### config.mk
export PLATFORM = sky130hd
export DESIGN_NAME = fetch_decode_unit_flat
export DESIGN_NICKNAME = d
export VERILOG_FILES = /design/src/rtl/fetch_decode_unit_if.sv /design/src/rtl/fetch_decode_unit.sv /design/src/flat_wrapper.sv
export SDC_FILE = /design/constraint.sdc
export NUM_CORES = 1
export LEC_CHECK = 0
export BUFFER_PORTS_ARGS = -buffer_cell sky130_fd_sc_hd__buf_2
export CORE_ASPECT_RATIO = 0.9
export CORE_UTILIZATION = 40
export DETAILED_ROUTE_END_ITERATION = 7
export PLACE_DENSITY = 0.72
export SYNTH_ARGS = -nofsm -noshare
export SYNTH_HDL_FRONTEND = slang
export SYNTH_SLANG_ARGS = --single-unit
### constraint.sdc
create_clock -name clock -period 2.3 [get_ports clock]
set_input_delay 0.345 -clock clock [delete_from_list [all_inputs] [get_ports clock]]
set_output_delay 0.345 -clock clock [all_outputs]
set_load 0.03 [all_outputs]
### src/rtl/fetch_decode_unit_if.sv
// fetch_decode_unit_if: instruction-memory request/response channel between the fetch unit and imem.
interface fetch_decode_unit_if;
    logic        imem_req_valid;
    logic        imem_req_ready;
    logic [31:0] imem_addr;
    logic        imem_rsp_valid;
    logic [31:0] imem_rsp_data;
    modport master (
        output imem_req_valid, imem_addr,
        input  imem_req_ready, imem_rsp_valid, imem_rsp_data
    );
    modport slave (
        input  imem_req_valid, imem_addr,
        output imem_req_ready, imem_rsp_valid, imem_rsp_data
    );
endinterface

### src/rtl/fetch_decode_unit.sv
// fetch_decode_unit: PC owner, one-at-a-time instruction fetch over valid/ready, field decode.
// Optional FETCH_MISALIGN_TRAP_EN: a retire to a next PC with bit 1 set parks in TRAP and raises misaligned.
module fetch_decode_unit #(
    parameter logic [31:0] RESET_PC    = 32'h01000000,
    parameter int          MEM_LAT_MAX = 16
) (
    input  logic                  clock,
    input  logic                  reset,
    fetch_decode_unit_if.master   imem,
    input  logic                  PCSel,
    input  logic [31:0]           ALU_target,
    input  logic                  retire,
    output logic                  inst_valid,
    output logic [31:0]           PC,
    output logic [31:0]           INST,
    output logic [6:0]            OPCODE,
    output logic [4:0]            RD,
    output logic [4:0]            RS1,
    output logic [4:0]            RS2,
    output logic [2:0]            FUNCT3,
    output logic [6:0]            FUNCT7,
    output logic [4:0]            SHAMT,
    output logic [31:0]           IMM,
    output logic                  timeout
`ifdef FETCH_MISALIGN_TRAP_EN
    ,
    output logic                  misaligned
`endif
);
    localparam int CW = $clog2(MEM_LAT_MAX) + 1;
    localparam logic [CW-1:0] LAT = CW'(MEM_LAT_MAX);
    localparam logic [31:0] NOP = 32'h00000013;

    typedef enum logic [2:0] {S_IDLE, S_REQ, S_WAIT, S_VALID, S_TRAP} state_t;

    state_t        state_q, state_d;
    logic [CW-1:0] cnt;
    logic [31:0]   npc;
    logic          trap;

    assign npc = PCSel ? (ALU_target & ~32'h1) : PC + 32'd4;
`ifdef FETCH_MISALIGN_TRAP_EN
    assign trap = npc[1];
`else
    assign trap = 1'b0;
`endif

    always_ff @(posedge clock or negedge reset) begin
        if (!reset) state_q <= S_IDLE;
        else        state_q <= state_d;
    end

    always_comb begin
        state_d = state_q;
        case (state_q)
            S_IDLE:  state_d = S_REQ;
            S_REQ:   state_d = imem.imem_req_ready ? S_WAIT : S_REQ;
            S_WAIT:  state_d = imem.imem_rsp_valid ? S_VALID : S_WAIT;
            S_VALID: state_d = !retire ? S_VALID : trap ? S_TRAP : S_REQ;
            default: state_d = state_q;
        endcase
    end

    always_comb begin
        imem.imem_req_valid = state_q == S_REQ;
        imem.imem_addr      = PC;
        inst_valid          = state_q == S_VALID;
`ifdef FETCH_MISALIGN_TRAP_EN
        misaligned          = state_q == S_TRAP;
`endif
    end

    // The wait counter saturates at LAT so the sticky flag never depends on wrap-around.
    always_ff @(posedge clock or negedge reset) begin
        if (!reset) begin
            PC      <= RESET_PC;
            INST    <= NOP;
            timeout <= 1'b0;
            cnt     <= '0;
        end else begin
            if (state_q == S_VALID && retire) PC <= npc;
            if (state_q == S_WAIT && imem.imem_rsp_valid) INST <= imem.imem_rsp_data;
            if (state_q == S_WAIT && cnt == LAT) timeout <= 1'b1;
            cnt <= (state_q != S_WAIT || imem.imem_rsp_valid) ? '0 : (cnt == LAT) ? cnt : cnt + 1'b1;
        end
    end

    assign OPCODE = INST[6:0];
    assign RD     = INST[11:7];
    assign FUNCT3 = INST[14:12];
    assign RS1    = INST[19:15];
    assign RS2    = INST[24:20];
    assign SHAMT  = INST[24:20];
    assign FUNCT7 = INST[31:25];

    always_comb begin
        IMM = '0;
        case (OPCODE)
            7'b0010011, 7'b0000011, 7'b1100111: IMM = {{20{INST[31]}}, INST[31:20]};
            7'b0100011: IMM = {{20{INST[31]}}, INST[31:25], INST[11:7]};
            7'b1100011: IMM = {{19{INST[31]}}, INST[31], INST[7], INST[30:25], INST[11:8], 1'b0};
            7'b0110111, 7'b0010111: IMM = {INST[31:12], 12'b0};
            7'b1101111: IMM = {{11{INST[31]}}, INST[31], INST[19:12], INST[20], INST[30:21], 1'b0};
            default: IMM = '0;
        endcase
    end
endmodule

### src/flat_wrapper.sv
// flat-port wrapper written by rule: the top's interface ports become plain ports
module fetch_decode_unit_flat 
#(
    parameter logic [31:0] RESET_PC    = 32'h01000000,
    parameter int          MEM_LAT_MAX = 16
)
  (clock, reset, PCSel, ALU_target, retire, inst_valid, PC, INST, OPCODE, RD, RS1, RS2, FUNCT3, FUNCT7, SHAMT, IMM, timeout, imem_imem_req_valid, imem_imem_addr, imem_imem_req_ready, imem_imem_rsp_valid, imem_imem_rsp_data);
  fetch_decode_unit_if imem_i ();
  input  logic clock;
  input  logic reset;
  input  logic PCSel;
  input  logic [31:0] ALU_target;
  input  logic retire;
  output logic inst_valid;
  output logic [31:0] PC;
  output logic [31:0] INST;
  output logic [6:0] OPCODE;
  output logic [4:0] RD;
  output logic [4:0] RS1;
  output logic [4:0] RS2;
  output logic [2:0] FUNCT3;
  output logic [6:0] FUNCT7;
  output logic [4:0] SHAMT;
  output logic [31:0] IMM;
  output logic timeout;
  output wire logic [$bits(imem_i.imem_req_valid)-1:0] imem_imem_req_valid;
  output wire logic [$bits(imem_i.imem_addr)-1:0] imem_imem_addr;
  input wire logic [$bits(imem_i.imem_req_ready)-1:0] imem_imem_req_ready;
  input wire logic [$bits(imem_i.imem_rsp_valid)-1:0] imem_imem_rsp_valid;
  input wire logic [$bits(imem_i.imem_rsp_data)-1:0] imem_imem_rsp_data;
  assign imem_imem_req_valid = imem_i.imem_req_valid;
  assign imem_imem_addr = imem_i.imem_addr;
  assign imem_i.imem_req_ready = imem_imem_req_ready;
  assign imem_i.imem_rsp_valid = imem_imem_rsp_valid;
  assign imem_i.imem_rsp_data = imem_imem_rsp_data;
  fetch_decode_unit #(.RESET_PC(RESET_PC), .MEM_LAT_MAX(MEM_LAT_MAX)) u_core (.clock(clock), .reset(reset), .imem(imem_i), .PCSel(PCSel), .ALU_target(ALU_target), .retire(retire), .inst_valid(inst_valid), .PC(PC), .INST(INST), .OPCODE(OPCODE), .RD(RD), .RS1(RS1), .RS2(RS2), .FUNCT3(FUNCT3), .FUNCT7(FUNCT7), .SHAMT(SHAMT), .IMM(IMM), .timeout(timeout));
endmodule
* After elaboration in Yosys (flattened, before gate mapping)
Index checks and enable logic that the tools add are counted. W data, S select, Z words.
Storage, ports and cells: register bits after elaboration 73, input port bits 70, output and inout port bits 168, logic and storage cells 37
Operators by class: add/sub/neg operators 2, eq/ne operators 14, muxes and demuxes 8, reduce and logical (&&, ||, !) cells 8
Operator list (count):
- $pmux W32 S5 | 1
- $add A32 B3 Y32 const B | 1
- $mux W32 | 1
- $eq A7 B7 Y1 const B | 3
- $eq A7 B5 Y1 const B | 2
- $eq A7 B6 Y1 const B | 2
- $pmux W3 S4 | 1
- $mux W5 | 2
- $eq A7 B2 Y1 const B | 1
- $eq A3 B2 Y1 const B | 2
- $add A5 B1 Y5 const B | 1
- $eq A5 B5 Y1 const B | 1
- $mux W2 | 2
- $reduce_bool A4 Y1 | 1
- $eq A3 B1 Y1 const B | 1
- $logic_and A1 B1 Y1 | 3
- $logic_not A3 Y1 | 1
- $ne A3 B2 Y1 const B | 1
- $reduce_or A3 Y1 | 1
- $ne A2 B2 Y1 const B | 1
- $reduce_or A2 Y1 | 1
- $logic_or A1 B1 Y1 | 1
- $mux W1 | 1

* Logic depth before layout (Yosys ltp)
Gate-level depths: netlist (run 1).
depth after elaboration 3, gate-level depth with buffers 6, depth with buffers taken out 6

* Worst setup path after synthesis (run 1)
Ideal clock, no wire load.
path kind register to output, start point reg u_core.INST[6], end point out IMM[12], arrival time 1.886 ns, path slack 0.069 ns, stages on the path, launching flop included 6, buffers on the path 1, path through dfrtp_1 buf_2 or3_1 a211oi_1 o21a_1 a21o_1
On the way: word-level cells in the longest chain between the ends 3
RTL lines:
- from (decl) | line fetch_decode_unit.sv:15 | output logic [31:0] INST,
- from (signal assigned) | line fetch_decode_unit.sv:82 | if (state_q == S_WAIT && imem.imem_rsp_valid) INST <= imem.imem_rsp_data;
- $eq A7 B5 Y1 (tied with other cells) | line fetch_decode_unit.sv:98 | case (OPCODE)
- $reduce_or A3 Y1 or $reduce_or A2 Y1 (tied branches) | line fetch_decode_unit.sv:98
- $pmux W32 S5 (*) | line fetch_decode_unit.sv:98
- to (decl) | line flat_wrapper.sv:24 | output logic [31:0] IMM;
Every way passes the cells marked *; elsewhere a longest branch is shown, timed or not.

* Worst setup path in the final report (run 1)
start point reg u_core.INST[2], end point out IMM[11]
The elaborated chain is that of the path after synthesis.

==> results.toml, run 1 <==
[finish]
drive_above_1_share_pct = 48.52
multi_input_area_sq_um = 2268
fin_area_sq_um = 6050
seqCellArea_sq_um = 1785
n_fill_cell = 1050
fin_nets = 746
area_growth_syn_to_layout_pct = 28.86

[pwr]
power_density_nw_per_um2 = 1539
p_clk_share_pct = 18.9
vdd_drop_max_mv = 0.7027
cellInternalPower_mw = 4.545
pwr-share-comb_pct = 53.7
p_sw_mw = 4.764
power_mw = 9.309
seqPwrFrac_pct = 27.4
p_sw_share_pct = 51.18
leakage_nw = 3.170

[die]
die_h_um = 104.8
initial_core_util_pct = 41.05
die-area_sq_um = 12170
coreArea_sq_um = 11430
ios = 238
die_w_um = 116.2
rows = 37

[clocking]
cts_tree = "done"
cts_root_buf = "clkbuf_16"
clk_pin_slew_ps = 60
worstSkewPairLatency_ps = 330
cts.sinks = 71
cts_max_level = 3
cts-buffers-inserted = 9
hold_buffers = 0
clockBufferDepth = 2

[setup_path]
cp_num_buf_inv = 2
start_kind = "register"
cp_max_fo = 8
worst_setup_path_end_kind = "output port"
path_class = "register to output port"
crit_chain = "or3_1 -> a211oi_2 -> buf_4 -> a21o_1 -> a221o_1 -> buf_6"
cp_slowest_cell = "dfrtp_2"
critical_path.max_stage_delay_ps = 460
arrival_ps = 1930
required_ps = 1960
crit_family = "compound AO/OA/AOI/OAI gates"

[worst_hold_path]
hold_path.class = "primary input to asynchronous set/reset pin"

[sta]
slew_headroom_pct = 60.15
holdWs_ps = -16.79
fmax_mhz = 439.5
finalWorstSetupSlack_ps = 24.69
rsz0062_at_grt = "true"
fin_skew_ps = 5.882
slew_viol_final = 0
finalCritPeriodShare_pct = 98.93
worstMarginPinSlew_ps = 593.3
hold_violations = 15
finalCriticalPeriod_ps = 2275
fin_setup_tns_ps = 0
finalSetupViolations = 0

[placement]
preCtsSetupSlack_ps = 182.9
dp_hpwl_um = 9275
dpl_cell_area_sq_um = 5569
io_buffers = 234
gp_congestion = 0.8072

[yosys]
ys_seq_area_share_pct = 37.95
async_reset_ff_share_pct = 100.0
synth-edff-count = 0
synth_warnings = 0
synthTopCellsByArea = "dfrtp_1, buf_4, mux2_2, a21o_1, a21oi_1"
synth_ff_type = "dfrtp_1"
netlist_area_sq_um = 4695
synthDistinctLibCells = 63
ys_seq_elements = 71
ys_top_cells_by_count = "buf_4, dfrtp_1, mux2_2"
syn_avg_cell_area_sq_um = 9.446
post-synth-top-count-cell = "buf_4"
synthCells = 497
synth_top_area_share_pct = 35.71
synth_top_area_cell = "dfrtp_1"

[global_route]
use_met2_pct = 36.05
grt_busiest_layer = "met2"
grtUsageMet3_pct = 4.350
grt_util_met1_pct = 24.85
grt_pass1_vias = 4041
grt_pass1_wl_um = 19790
grt_start_max_net_pins = 57
overflow = 0
track_usage_pct = 20.73
antenna_found_initial = 1

[drt]
drtPass1Iterations = 4
antenna_left = 0
vias = 4458
via_per_inst = 5.365
drt-total-wl_um = 12780
drc = 0
wl_per_cell_um = 15.38
drt_iter0_markers = 174

[run_status]
status = "finished with violations"
violations = "hold timing"

[run]
drv_cap = 0
power by group through the flow:
stage	registers (mW)	logic, mW	clock network (mW)
after floorplan	3.38	3.25	0
after global placement	2.51	4.87	0
after detailed placement	2.56	4.91	0
after CTS	2.54	4.97	1.79
after global routing	2.65	5.34	1.85
final	2.55	5.00	1.76
final timing paths:
| kind | start | end | slack, ps | depth (start not counted) |
|---|---|---|---|---|
| max | u_core.INST[2] | IMM[11] | 20 | 6 |
| min | reset | u_core.PC[15] | -20 | 1 |
| max reg2reg | u_core.PC[2] | u_core.PC[24] | 290 | 5 |
| min reg2reg | u_core.timeout | u_core.timeout | 460 | 1 |
| max in group asynchronous | reset | u_core.INST[0] | 1660 | 2 |
| min in group clock | imem_imem_rsp_data[23] | u_core.INST[23] | 240 | 2 |
cell families after synthesis:
group           synth area share (%)
simple gates                   20.07
compound gates                 16.42
buf+inv                        14.31
flops                          37.95
mux                            8.556
fa+ha+maj                      1.866
xor+xnor                      0.7464
other cells                  0.07988
through the flow:
stage	util (%)	hold WS, ps	std cells
3_5_place_dp	48.70	366.1	809
5_1_grt	52.91	18.47	831
4_1_cts	52.35	3.540	826
2_1_floorplan	-	49.41	498
3_3_place_gp	48.70	360.5	809
6_report	52.91	-16.79	831
worst register-to-register path, delay by kind of cell (launching register included):
kind | cells | cell delay [ps]
AND/OR/NAND/NOR | 3 | 1020
AO/OA/AOI/OAI | 1 | 130
flip-flops | 1 | 450
adder cells (fa/ha/maj) | 1 | 310
registers in the layout, summed over array words and instances (netlist names):
register / count
u_core.INST: 32
u_core.PC: 31
u_core.state_q: 2
u_core.timeout: 1
u_core.cnt: 5
layer usage:
layer  share of wire, %  wire, um
met2                 51      6511
met5                  0         0
met1                 41      5235
met4                1.4       177
met3                6.7       859
layout make-up:
cell class	count	area share [%]
Antenna cell	1	0.04137
Clock buffer	11	4.178
Clock inverter	5	2.110
Inverter	15	0.9307
Multi-Input combinational cell	319	37.50
Sequential cell	71	29.51
Tap cell	156	3.226
Timing Repair Buffer	253	22.50
placed cells by master (no fill, tap or decap), drive strengths merged, types with 12 or more instances in the layout:
cell and n:
a21o 23, a21oi 24, and2 13, and3 16, buf 252, clkbuf 12, dfrtp 67, inv 15
mux2 33, nand2 21, nand3 22, nor2 32, nor3 18, o21ai 17
timing repair:
action                                 CTS  global route
gates resized for setup                 12            12
pin swaps                                1             3
setup endpoints to repair               17            27
buffers inserted                         1             4
endpoints found under the hold margin    0             0
Power figures use the tool's default switching activity.
==> run 2: changes to the inputs <==
CORE_UTILIZATION = 35   (was 40)
PLACE_DENSITY = default   (was 0.72)
==> run 2 against run 1 <==
  * The flow now finishes without violations
  * Clock power down 19%
  * Worst hold slack better by 250 ps
  * Sequential share of layout area up 0.23 points
  * Design area down 0.85%
  * Critical path type unchanged
  * Count of clock-buffer cells in the layout up 1
  * Critical path depth unchanged
  * Routed wire length up 1.8%
  * Register-to-register slack about the same
  * Utilization down 6.3 points
  * Cell count up 1.1%
==> results.toml, run 2 (synthesis gave the netlist of run 1 again) <==
[placement]
preCtsSetupSlack_ps = 171.4
dp.cells = 819
io_buffers = 234
dp_hpwl_um = 9650
gp_congestion = 0.8267

[sta]
hold_violations = 0
finalCriticalPeriod_ps = 2260
slew_viol_final = 0
finalCritPeriodShare_pct = 98.27
rsz0062_at_grt = "true"
fin_skew_ps = 4.980
finalWorstSetupSlack_ps = 39.75
slew_headroom_pct = 59.67
worstMarginPinSlew_ps = 600.4
fin_setup_tns_ps = 0
fmax_mhz = 442.4
finalSetupViolations = 0

[finish]
largestRegisters = "u_core.INST: 32 flops, u_core.PC: 31 flops, u_core.cnt: 5 flops"
final_common_cell = "buf_2"
fin_util_pct = 46.56
top_register = "u_core.INST"
fin_nets = 748
drive_above_1_share_pct = 48.22
n_fill_cell = 1245
largest_register_ff_count = 32
area_growth_syn_to_layout_pct = 27.77
num_antenna_cells = 0
layout_common_cells = "buf_2, dfrtp_1, mux2_2, nor2_1, buf_4"
layoutNonFillerInstCount = 840

[pwr]
vdd_drop_max_mv = 0.6660
p_sw_share_pct = 52.90
p_sw_mw = 4.747
leakage_nw = 3.156
cellInternalPower_mw = 4.226
seqPwrFrac_pct = 28.3
p_clk_share_pct = 15.8
pwr-share-comb_pct = 55.9
power_density_nw_per_um2 = 1496

[drt]
wl_per_cell_um = 15.49
drc = 0
drt-total-wl_um = 13010
vias = 4317
drt_iter0_markers = 244
via_per_inst = 5.139
drtPass1Iterations = 4
antenna_left = 0

[setup_path]
cp_slowest_cell = "dfrtp_2"
r2r_start = "u_core.PC[3]"
worst_setup_path_end_kind = "output port"
arrival_ps = 1920
crit_family = "compound AO/OA/AOI/OAI gates"
cp_num_buf_inv = 2
required_ps = 1960
worstRegToRegCells = 5
critical_path.max_stage_delay_ps = 440
path_class = "register to output port"
endpoint = "IMM[11]"
crit_chain = "or3_1 -> a211oi_2 -> buf_4 -> a21o_1 -> a221o_1 -> buf_6"
cp_num_cells = 6
start_kind = "register"
rr_endpoint = "u_core.PC[24]"
r2r_slack_ps = 300
setup.worst_path.start = "u_core.INST[2]"
cp_max_fo = 7

[die]
rows = 39
die_h_um = 111.9
coreArea_sq_um = 12880
die_w_um = 124.1
die-area_sq_um = 13880
ios = 238
initial_core_util_pct = 36.44

[run]
drv_cap = 0

[global_route]
overflow = 0
track_usage_pct = 19.00
grt_pass1_wl_um = 20290
grt_start_max_net_pins = 57
grt_pass1_vias = 4007
antenna_found_initial = 0

[clocking]
cts_max_level = 3
cts_tree = "done"
clockBufferDepth = 2
clk_pin_slew_ps = 60
worstSkewPairLatency_ps = 340
cts.sinks = 71
cts-buffers-inserted = 9
cts_root_buf = "clkbuf_16"

[worst_hold_path]
hold_path.class = "primary input to register"

[run_status]
status = "complete, no violations"
run 2: cell count changes in the layout (fill, tap and decap cells not counted), sizes merged:
cell         delta
bufinv          -3
clkinv          +3
buf             +2
clkinvlp        -1
diode           -1
dlygate4sd3     +1
run 2: power groups by stage:
| stage | registers, mW | clock network, mW | logic, mW |
|---|---|---|---|
| 6_report | 2.54 | 1.42 | 5.02 |
| 3_3_place_gp | 2.52 | 0 | 4.92 |
| 4_1_cts | 2.54 | 1.48 | 5.00 |
| 5_1_grt | 2.65 | 1.54 | 5.38 |
| 3_5_place_dp | 2.57 | 0 | 4.95 |
| 2_1_floorplan | 3.38 | 0 | 3.25 |
run 2: layout make-up:
type / instances / area, sq um / area share (%)
Tap cell: 164 / 205.2 / 3.421
Multi-Input combinational cell: 319 / 2266 / 37.78
Sequential cell: 71 / 1784 / 29.75
Clock buffer: 12 / 256.5 / 4.276
Inverter: 15 / 56.30 / 0.9387
Timing Repair Buffer: 255 / 1385 / 23.09
Clock inverter: 4 / 45.04 / 0.7509
run 2: worst min path at each step:
stage	startpoint	end	slack, ps	cells past startpoint
6_report	ALU_target[1]	u_core.PC[1]	230	2
5_1_grt	imem_imem_rsp_data[8]	u_core.INST[8]	220	2
4_1_cts	imem_imem_rsp_data[10]	u_core.INST[10]	210	2
3_5_place_dp	reset	u_core.PC[9]	330	1
3_3_place_gp	reset	u_core.PC[9]	320	1
2_1_floorplan	reset	u_core.INST[10]	50	0
run 2: per-layer routing:
layer,GRT usage (%),part of all wire [%]
met5,0,0
met4,5.476,0.97
met3,6.404,7.7
met2,32.30,51
met1,22.44,41
run 2: timing repair:
item	4_1_cts	5_1_grt
buffers inserted	1	3
endpoints found under the hold margin	29	0
pin swaps	2	3
endpoints found under the setup margin	9	24
gates resized for setup	12	9
hold buffers	1	0
run 2: metrics by stage:
step / hold slack, ps / instance area [sq um] / total power, mW
2_1_floorplan: 49.41 / 4698 / 6.634
3_3_place_gp: 321.6 / 5594 / 7.439
5_1_grt: 216.5 / 5998 / 9.573
4_1_cts: 214.0 / 5942 / 9.019
6_report: 232.7 / 5998 / 8.973
3_5_place_dp: 330.7 / 5594 / 7.517
